**src/rtl/vect_pkg.sv**
```systemverilog
// Shared types and encodings for the vector instruction front-end queue.
package vect_pkg;

  localparam int unsigned Q_XLEN  = 32;
  localparam int unsigned Q_VLMAX = 32;
  localparam int unsigned Q_VLW   = $clog2(Q_VLMAX) + 1;

  localparam logic [6:0] OPC_VLOAD  = 7'b0000111;
  localparam logic [6:0] OPC_VSTORE = 7'b0100111;
  localparam logic [6:0] OPC_VARITH = 7'b1010111;

  localparam logic [2:0] F3_OPIVV = 3'b000;
  localparam logic [2:0] F3_OPFVV = 3'b001;
  localparam logic [2:0] F3_OPMVV = 3'b010;
  localparam logic [2:0] F3_OPIVI = 3'b011;
  localparam logic [2:0] F3_OPIVX = 3'b100;
  localparam logic [2:0] F3_OPFVF = 3'b101;
  localparam logic [2:0] F3_OPMVX = 3'b110;
  localparam logic [2:0] F3_OPCFG = 3'b111;

  // Config flavour is selected by instr[31] (vsetvli) or instr[31:30].
  localparam logic       VSETVLI_PAT  = 1'b0;
  localparam logic [1:0] VSETIVLI_PAT = 2'b11;
  localparam logic [1:0] VSETVL_PAT   = 2'b10;

  typedef enum logic [1:0] {
    CLS_ISSUE   = 2'd0,
    CLS_CFG     = 2'd1,
    CLS_ILLEGAL = 2'd2
  } head_cls_e;

  typedef struct packed {
    logic                  vill;
    logic [Q_XLEN-10:0]    reserved;
    logic                  vma;
    logic                  vta;
    logic [2:0]            vsew;
    logic [2:0]            vlmul;
  } vtype_t;

  localparam vtype_t VTYPE_RST = '{vill: 1'b1, default: '0};

  typedef struct packed {
    logic [6:0]        opcode;
    logic [5:0]        funct6;
    logic [2:0]        funct3;
    logic [1:0]        mop;
    logic              vm;
    logic [4:0]        vs2;
    logic [4:0]        vs1;
    logic [4:0]        vd;
    logic [2:0]        width;
    logic [Q_XLEN-1:0] scalar;
    logic [Q_XLEN-1:0] stride;
    logic [Q_VLW-1:0]  vl;
  } issue_uop_t;

  function automatic head_cls_e classify(input logic [31:0] instr);
    head_cls_e cls;
    cls = CLS_ILLEGAL;
    case (instr[6:0])
      OPC_VLOAD, OPC_VSTORE: cls = CLS_ISSUE;
      OPC_VARITH: begin
        case (instr[14:12])
          F3_OPIVV, F3_OPMVV, F3_OPIVI, F3_OPIVX, F3_OPMVX: cls = CLS_ISSUE;
          F3_OPCFG: cls = (instr[31:30] == VSETVL_PAT) ? CLS_ILLEGAL : CLS_CFG;
          default: cls = CLS_ILLEGAL;
        endcase
      end
      default: cls = CLS_ILLEGAL;
    endcase
    return cls;
  endfunction

endpackage

```
**src/rtl/vect_instr_queue_if.sv**
```systemverilog
// Upstream instruction bus and downstream issue/config bus of the queue.
interface vect_instr_queue_if
  import vect_pkg::*;
#(
  parameter int unsigned XLEN = Q_XLEN,
  parameter int unsigned VLW  = Q_VLW
);
  logic            instr_valid_i;
  logic            instr_ready_o;
  logic [31:0]     instr_i;
  logic [XLEN-1:0] rs1_data_i;
  logic [XLEN-1:0] rs2_data_i;
  logic            issue_valid_o;
  logic            issue_ready_i;
  issue_uop_t      issue_uop_o;
  logic            cfg_valid_o;
  logic [VLW-1:0]  cfg_vl_o;
  logic [VLW-1:0]  vl_o;
  logic [XLEN-1:0] vtype_o;
  logic            illegal_o;
  logic            empty_o;

  modport master (
    output instr_valid_i, instr_i, rs1_data_i, rs2_data_i, issue_ready_i,
    input  instr_ready_o, issue_valid_o, issue_uop_o, cfg_valid_o, cfg_vl_o,
           vl_o, vtype_o, illegal_o, empty_o
  );

  modport slave (
    input  instr_valid_i, instr_i, rs1_data_i, rs2_data_i, issue_ready_i,
    output instr_ready_o, issue_valid_o, issue_uop_o, cfg_valid_o, cfg_vl_o,
           vl_o, vtype_o, illegal_o, empty_o
  );
endinterface

```
**src/rtl/vect_sync_fifo.sv**
```systemverilog
// Count-based synchronous FIFO; read data is the registered head entry.
module vect_sync_fifo #(
  parameter int unsigned WIDTH = 8,
  parameter int unsigned DEPTH = 4
) (
  input  logic             clk,
  input  logic             rst,
  input  logic             push,
  input  logic [WIDTH-1:0] wr_data,
  input  logic             pop,
  output logic [WIDTH-1:0] rd_data,
  output logic             full,
  output logic             empty
);
  localparam int unsigned AW = $clog2(DEPTH);

  logic [WIDTH-1:0] mem [DEPTH];
  logic [AW-1:0]    wr_ptr;
  logic [AW-1:0]    rd_ptr;
  logic [AW:0]      count;
  logic             do_push;
  logic             do_pop;

  assign full    = (count == (AW+1)'(DEPTH));
  assign empty   = (count == '0);
  assign do_push = push && !full;
  assign do_pop  = pop && !empty;
  assign rd_data = mem[rd_ptr];

  always_ff @(posedge clk) begin
    if (do_push) begin
      mem[wr_ptr] <= wr_data;
    end
  end

  always_ff @(posedge clk) begin
    if (rst) begin
      wr_ptr <= '0;
      rd_ptr <= '0;
      count  <= '0;
    end else begin
      if (do_push) wr_ptr <= wr_ptr + AW'(1);
      if (do_pop)  rd_ptr <= rd_ptr + AW'(1);
      case ({do_push, do_pop})
        2'b10:   count <= count + (AW+1)'(1);
        2'b01:   count <= count - (AW+1)'(1);
        default: count <= count;
      endcase
    end
  end
endmodule

```
**src/rtl/vect_instr_queue.sv**
```systemverilog
// Vector front-end queue: buffers instructions, executes vset{i}vl{i} locally,
// pre-decodes memory/arith heads into issue uops and drops illegal ones.
module vect_instr_queue
  import vect_pkg::*;
#(
  parameter int unsigned DEPTH = 4,
  parameter int unsigned XLEN  = Q_XLEN,
  parameter int unsigned VLMAX = Q_VLMAX
) (
  input logic               clk_i,
  input logic               rst_i,
  vect_instr_queue_if.slave bus
);
  localparam int unsigned VLW = $clog2(VLMAX) + 1;
  localparam int unsigned W   = 32 + 2 * XLEN;

  logic [W-1:0]    head;
  logic [31:0]     head_instr;
  logic [XLEN-1:0] head_rs1;
  logic [XLEN-1:0] head_rs2;
  logic            fifo_full;
  logic            fifo_empty;
  logic            pop;
  head_cls_e       cls;

  logic            issue_valid;
  logic            cfg_fire;
  logic            illegal_fire;
  logic [XLEN-1:0] avl;
  logic            keep_vl;
  logic [XLEN-1:0] new_vtype;
  logic [VLW-1:0]  new_vl;
  issue_uop_t      uop;

  logic [VLW-1:0]  vl_r;
  vtype_t          vtype_r;
  logic            cfg_valid_r;
  logic [VLW-1:0]  cfg_vl_r;
  logic            illegal_r;

  vect_sync_fifo #(.WIDTH(W), .DEPTH(DEPTH)) u_fifo (
    .clk     (clk_i),
    .rst     (rst_i),
    .push    (bus.instr_valid_i),
    .wr_data ({bus.instr_i, bus.rs1_data_i, bus.rs2_data_i}),
    .pop     (pop),
    .rd_data (head),
    .full    (fifo_full),
    .empty   (fifo_empty)
  );

  assign head_instr = head[W-1 -: 32];
  assign head_rs1   = head[2*XLEN-1 -: XLEN];
  assign head_rs2   = head[XLEN-1:0];

  always_comb begin
    cls          = classify(head_instr);
    issue_valid  = 1'b0;
    pop          = 1'b0;
    cfg_fire     = 1'b0;
    illegal_fire = 1'b0;
    if (!fifo_empty) begin
      case (cls)
        CLS_ISSUE: begin
          // vl == 0 makes the instruction a no-op, so it is dropped quietly.
          if (vl_r != '0) begin
            issue_valid = 1'b1;
            pop         = bus.issue_ready_i;
          end else begin
            pop = 1'b1;
          end
        end
        CLS_CFG: begin
          pop      = 1'b1;
          cfg_fire = 1'b1;
        end
        default: begin
          pop          = 1'b1;
          illegal_fire = 1'b1;
        end
      endcase
    end
  end

  always_comb begin
    avl       = head_rs1;
    keep_vl   = 1'b0;
    new_vtype = '0;
    if (head_instr[31] == VSETVLI_PAT) begin
      new_vtype = XLEN'(head_instr[30:20]);
      if (head_instr[19:15] == 5'd0) begin
        if (head_instr[11:7] != 5'd0) begin
          avl = XLEN'(VLMAX);
        end else begin
          keep_vl = 1'b1;
        end
      end
    end else begin
      new_vtype = XLEN'(head_instr[29:20]);
      avl       = XLEN'(head_instr[19:15]);
    end
    if (keep_vl) begin
      new_vl = vl_r;
    end else if (avl >= XLEN'(VLMAX)) begin
      new_vl = VLW'(VLMAX);
    end else begin
      new_vl = avl[VLW-1:0];
    end
  end

  always_comb begin
    uop.opcode = head_instr[6:0];
    uop.funct6 = head_instr[31:26];
    uop.funct3 = head_instr[14:12];
    uop.mop    = head_instr[27:26];
    uop.vm     = head_instr[25];
    uop.vs2    = head_instr[24:20];
    uop.vs1    = head_instr[19:15];
    uop.vd     = head_instr[11:7];
    uop.width  = head_instr[14:12];
    uop.stride = head_rs2;
    uop.vl     = vl_r;
    if (head_instr[6:0] == OPC_VARITH && head_instr[14:12] == F3_OPIVI) begin
      uop.scalar = {{(XLEN-5){head_instr[19]}}, head_instr[19:15]};
    end else begin
      uop.scalar = head_rs1;
    end
  end

  always_ff @(posedge clk_i) begin
    if (rst_i) begin
      vl_r        <= '0;
      vtype_r     <= VTYPE_RST;
      cfg_valid_r <= 1'b0;
      cfg_vl_r    <= '0;
      illegal_r   <= 1'b0;
    end else begin
      cfg_valid_r <= cfg_fire;
      illegal_r   <= illegal_fire;
      if (cfg_fire) begin
        vl_r     <= new_vl;
        vtype_r  <= vtype_t'(new_vtype);
        cfg_vl_r <= new_vl;
      end
    end
  end

  assign bus.instr_ready_o = !fifo_full;
  assign bus.empty_o       = fifo_empty;
  assign bus.issue_valid_o = issue_valid;
  assign bus.issue_uop_o   = uop;
  assign bus.cfg_valid_o   = cfg_valid_r;
  assign bus.cfg_vl_o      = cfg_vl_r;
  assign bus.vl_o          = vl_r;
  assign bus.vtype_o       = vtype_r;
  assign bus.illegal_o     = illegal_r;
endmodule

```
**src/flat_wrapper.sv**
```systemverilog
// flat-port wrapper written by rule: the top's interface ports become plain ports
module vect_instr_queue_flat import vect_pkg::*;
#(
  parameter int unsigned DEPTH = 4,
  parameter int unsigned XLEN  = Q_XLEN,
  parameter int unsigned VLMAX = Q_VLMAX
)
  (clk_i, rst_i, bus_instr_valid_i, bus_instr_i, bus_rs1_data_i, bus_rs2_data_i, bus_issue_ready_i, bus_instr_ready_o, bus_issue_valid_o, bus_issue_uop_o, bus_cfg_valid_o, bus_cfg_vl_o, bus_vl_o, bus_vtype_o, bus_illegal_o, bus_empty_o);
  vect_instr_queue_if #(.XLEN(XLEN), .VLW(6)) bus_i ();
  input logic clk_i;
  input logic rst_i;
  input wire logic [$bits(bus_i.instr_valid_i)-1:0] bus_instr_valid_i;
  input wire logic [$bits(bus_i.instr_i)-1:0] bus_instr_i;
  input wire logic [$bits(bus_i.rs1_data_i)-1:0] bus_rs1_data_i;
  input wire logic [$bits(bus_i.rs2_data_i)-1:0] bus_rs2_data_i;
  input wire logic [$bits(bus_i.issue_ready_i)-1:0] bus_issue_ready_i;
  output wire logic [$bits(bus_i.instr_ready_o)-1:0] bus_instr_ready_o;
  output wire logic [$bits(bus_i.issue_valid_o)-1:0] bus_issue_valid_o;
  output wire logic [$bits(bus_i.issue_uop_o)-1:0] bus_issue_uop_o;
  output wire logic [$bits(bus_i.cfg_valid_o)-1:0] bus_cfg_valid_o;
  output wire logic [$bits(bus_i.cfg_vl_o)-1:0] bus_cfg_vl_o;
  output wire logic [$bits(bus_i.vl_o)-1:0] bus_vl_o;
  output wire logic [$bits(bus_i.vtype_o)-1:0] bus_vtype_o;
  output wire logic [$bits(bus_i.illegal_o)-1:0] bus_illegal_o;
  output wire logic [$bits(bus_i.empty_o)-1:0] bus_empty_o;
  assign bus_i.instr_valid_i = bus_instr_valid_i;
  assign bus_i.instr_i = bus_instr_i;
  assign bus_i.rs1_data_i = bus_rs1_data_i;
  assign bus_i.rs2_data_i = bus_rs2_data_i;
  assign bus_i.issue_ready_i = bus_issue_ready_i;
  assign bus_instr_ready_o = bus_i.instr_ready_o;
  assign bus_issue_valid_o = bus_i.issue_valid_o;
  assign bus_issue_uop_o = bus_i.issue_uop_o;
  assign bus_cfg_valid_o = bus_i.cfg_valid_o;
  assign bus_cfg_vl_o = bus_i.cfg_vl_o;
  assign bus_vl_o = bus_i.vl_o;
  assign bus_vtype_o = bus_i.vtype_o;
  assign bus_illegal_o = bus_i.illegal_o;
  assign bus_empty_o = bus_i.empty_o;
  vect_instr_queue #(.DEPTH(DEPTH), .XLEN(XLEN), .VLMAX(VLMAX)) u_core (.clk_i(clk_i), .rst_i(rst_i), .bus(bus_i));
endmodule
```
**config.mk**
```make
export PLATFORM = sky130hd
export DESIGN_NAME = vect_instr_queue_flat
export DESIGN_NICKNAME = d
export VERILOG_FILES = /design/src/rtl/vect_pkg.sv /design/src/rtl/vect_instr_queue_if.sv /design/src/rtl/vect_sync_fifo.sv /design/src/rtl/vect_instr_queue.sv /design/src/flat_wrapper.sv
export SDC_FILE = /design/constraint.sdc
export NUM_CORES = 1
export LEC_CHECK = 0
export ABC_AREA = 1
export ABC_CLOCK_PERIOD_IN_PS = 16600
export BUFFER_PORTS_ARGS = -buffer_cell sky130_fd_sc_hd__buf_2
export CAP_MARGIN = 30
export CORE_ASPECT_RATIO = 0.6
export CORE_MARGIN = 5
export CORE_UTILIZATION = 30
export CTS_CLUSTER_DIAMETER = 100
export CTS_CLUSTER_SIZE = 24
export DETAILED_ROUTE_END_ITERATION = 6
export GPL_TIMING_DRIVEN = 0
export PLACE_DENSITY = 0.48
export SYNTH_ARGS = -nofsm -noshare
export SYNTH_HDL_FRONTEND = slang
export SYNTH_SLANG_ARGS = --single-unit
```
**constraint.sdc**
```tcl
create_clock -name clk_i -period 16.6 [get_ports clk_i]
set_clock_uncertainty 0.05 [all_clocks]
set_input_delay 4.15 -clock clk_i [delete_from_list [all_inputs] [get_ports clk_i]]
set_output_delay 4.15 -clock clk_i [all_outputs]
set_load 0.03 [all_outputs]
```
==> out/metrics.yaml <==
yosysUniqueCellTypes: 29
total_power_mw: 3.24
portBuffers: 235
setup_viol: 0
root_buffer: "clkbuf_16"
ys_ff_latch: 413
dr.first_iter.drc_count: 722
grt_use_total: 0.150
synthToLayoutAreaGrowth_pct: 19.1
ios: 256
cp-end-kind: "output pin"
yosysWarningCount: 0
dieArea_um2: 60900
dpl.hpwl_mm: 33.1
synth-main-ff-cell: "edfxtp_1"
async_reset_ff_frac: 0
grt_pass1_wl_mm: 70.8
drt-pass1-iter-count: 5
ys_seq_area_frac: 0.722
syn_area_um2: 16800
hold_viol: 0
nets: 1808
synth_top_cell_by_area: "edfxtp_1"
post-cts-setup-buffer-count: 0
start_util: 0.302
critPathCapture: "bus_issue_uop_o[31]"
peakVddDrop_mv: 0.0743
synth_top_cell_area_share: 0.687
maxCapViolations: 0
num-fill-cells: 5539
drc_errors: 0
crit_type: "reg2out"
drive_above_1_share: 0.228
max_slew_margin: 0.485
max_stage_delay_ns: 0.51
rsz0062_at_grt: "false"
vias: 11100
layout_commonest_cell: "edfxtp_1"
drv_slew: 0
power-per-cell-area_nw_per_um2: 162
multi_input_area_um2: 3800
clkTransAtPathRegs_ns: 0.10
h-tree-depth: 1
gr-total-overflow: 0
clkSinkCount: 413
hold_buffers: 0
r2r_slack_ns: 13.35
hp-class: "reg2reg"
status: "finished clean"
antenna_found_initial: 10
vias_per_cell: 4.49
die_h_um: 193
crit_top_cell: "buf_2"
worstReg2RegEnd: "u_core.u_fifo.count[2]$_SDFFE_PP0P_"
postSynthAreaPerCell_um2: 11.9
ff2ff_path_depth: 19
critPathArrivalTime_ns: 3.43
slowest_stage: "clkbuf_1"
cts_tree: "done"
final_cell_mix: "edfxtp_1 (384), nand2_1 (350), buf_2 (259)"
cts_inserted_buffers: 21
setup-tns-final_ns: 0
seq_area_um2: 12100
dieWidth_um: 315
synth_edf_count: 384
coreArea_um2: 55600
grt_pass1_vias: 11100
routed_wl_mm: 47.0
tightest_slew_ns: 0.766
fp-row-count: 67
ctsResizeCount: 0
fmax_mhz: 131
antenna_left: 0
crit_path_start_kind: "register"
cp_max_fo: 10
fin_hold_ws_ns: 0.402
grt_max_degree: 28
gp_congestion: 0.725
cts_buffer_depth: 3
post-route-min-period_ns: 7.63
p_leak_nw: 7.71
synth.area.top_cells: "edfxtp_1 (69%), nand2_1 (7.8%), nand3_1 (4.2%), dfxtp_1 (3.5%), o21ai_0 (3.0%)"
path_cells: "inv_2 > buf_4 > buf_2 > buf_2 > clkbuf_1 > clkbuf_1 > o21ai_0 > o22ai_1 > buf_2"
crit_required_ns: 12.40
clock_latency_ns: 0.54
wl_per_cell_um: 19.0
fin_crit_sh: 0.460
syn_inst: 1408
-- power breakdown --
part | leakage [nW] | total (mW) | internal [mW] | switching (mW)
combinational | 3.67 | 1.42 | 0.394 | 1.03
clock | 0.278 | 0.560 | 0.238 | 0.322
sequential | 3.76 | 1.26 | 1.24 | 0.0218
total | 7.71 | 3.24 | 1.87 | 1.37
-- layer usage --
layer  share of wire  GRT usage  vias up  routed length (µm)
li1                -          -     5424                   -
met1            0.47      0.215     5432               22100
met2            0.46      0.242      197               21600
met3           0.054     0.0314       48                2560
met4           0.014     0.0193       12                 675
met5          0.0014          0        -                  68
-- layout make-up --
class,instances,area share
Clock buffer,29,0.0278
Inverter,53,0.00995
Clock inverter,1,0.00100
Sequential cell,413,0.606
Buffer,119,0.0387
Tap cell,759,0.0475
Antenna cell,5,0.000626
Timing Repair Buffer,252,0.0781
Multi-Input combinational cell,842,0.190
-- logic make-up (layout without fill, tap and decap cells) --
| logic type | Yosys count | count (layout) | share of synthesized area |
|---|---|---|---|
| fa+ha+maj | 6 | 6 | 0.00492 |
| buf+inv | 172 | 454 | 0.0579 |
| other cells | 1 | 25 | 0.000223 |
| compound gates | 181 | 181 | 0.0572 |
| simple gates | 635 | 635 | 0.158 |
| flops | 413 | 413 | 0.722 |
-- flip-flops by register name, indices dropped and copies added (netlist names), named ones only --
name and cells:
u_core.bus.vtype_o 12, u_core.bus.cfg_vl_o 6, u_core.bus.cfg_valid_o 1, u_core.u_fifo.count 3, u_core.u_fifo.rd_ptr 2, u_core.u_fifo.wr_ptr 2, u_core.u_fifo.mem 384, u_core.bus.illegal_o 1
-- Yosys cell counts (all sizes together), types with 4 or more instances --
cell	count
a21oi	32
o22ai	42
buf	92
nand2	355
edfxtp	384
nor3	4
dfxtp	29
nand3	146
inv	53
ha	5
clkbuf	27
o21ai	106
nor2	127
-- metrics by stage --
step / setup slack [ns] / utilization / cells / area (µm²)
floorplan: 7.66 / - / 1427 / 16900
global placement: 3.52 / 0.342 / 2421 / 19000
detailed placement: 9.44 / 0.349 / 2438 / 19400
CTS: 8.81 / 0.359 / 2468 / 20000
global route: 8.68 / 0.359 / 2468 / 20000
finish: 8.97 / 0.360 / 2473 / 20000
-- worst min-delay path by stage --
stage | from | endpoint | slack [ns] | depth (start not counted)
CTS | u_core.bus.vtype_o[31]$_SDFFE_PP1P_ | u_core.bus.vtype_o[31]$_SDFFE_PP1P_ | 0.41 | 2
finish | u_core.bus.vtype_o[31]$_SDFFE_PP1P_ | u_core.bus.vtype_o[31]$_SDFFE_PP1P_ | 0.40 | 2
global placement | u_core.bus.vtype_o[31]$_SDFFE_PP1P_ | u_core.bus.vtype_o[31]$_SDFFE_PP1P_ | 0.39 | 2
global route | u_core.bus.vtype_o[31]$_SDFFE_PP1P_ | u_core.bus.vtype_o[31]$_SDFFE_PP1P_ | 0.43 | 2
detailed placement | u_core.bus.vtype_o[31]$_SDFFE_PP1P_ | u_core.bus.vtype_o[31]$_SDFFE_PP1P_ | 0.39 | 2
floorplan | u_core.u_fifo.rd_ptr[0]$_SDFFE_PP0P_ | register | 0.40 | 2
-- worst max-delay path: cells and delay by family, from the launching register on --
kind / cells / cell delay, ns
flip-flops: 1 / 0.36
AO/OA/AOI/OAI: 2 / 0.40
buffers and inverters: 7 / 2.13
Note: power is estimated with default switching activity, not from simulation.
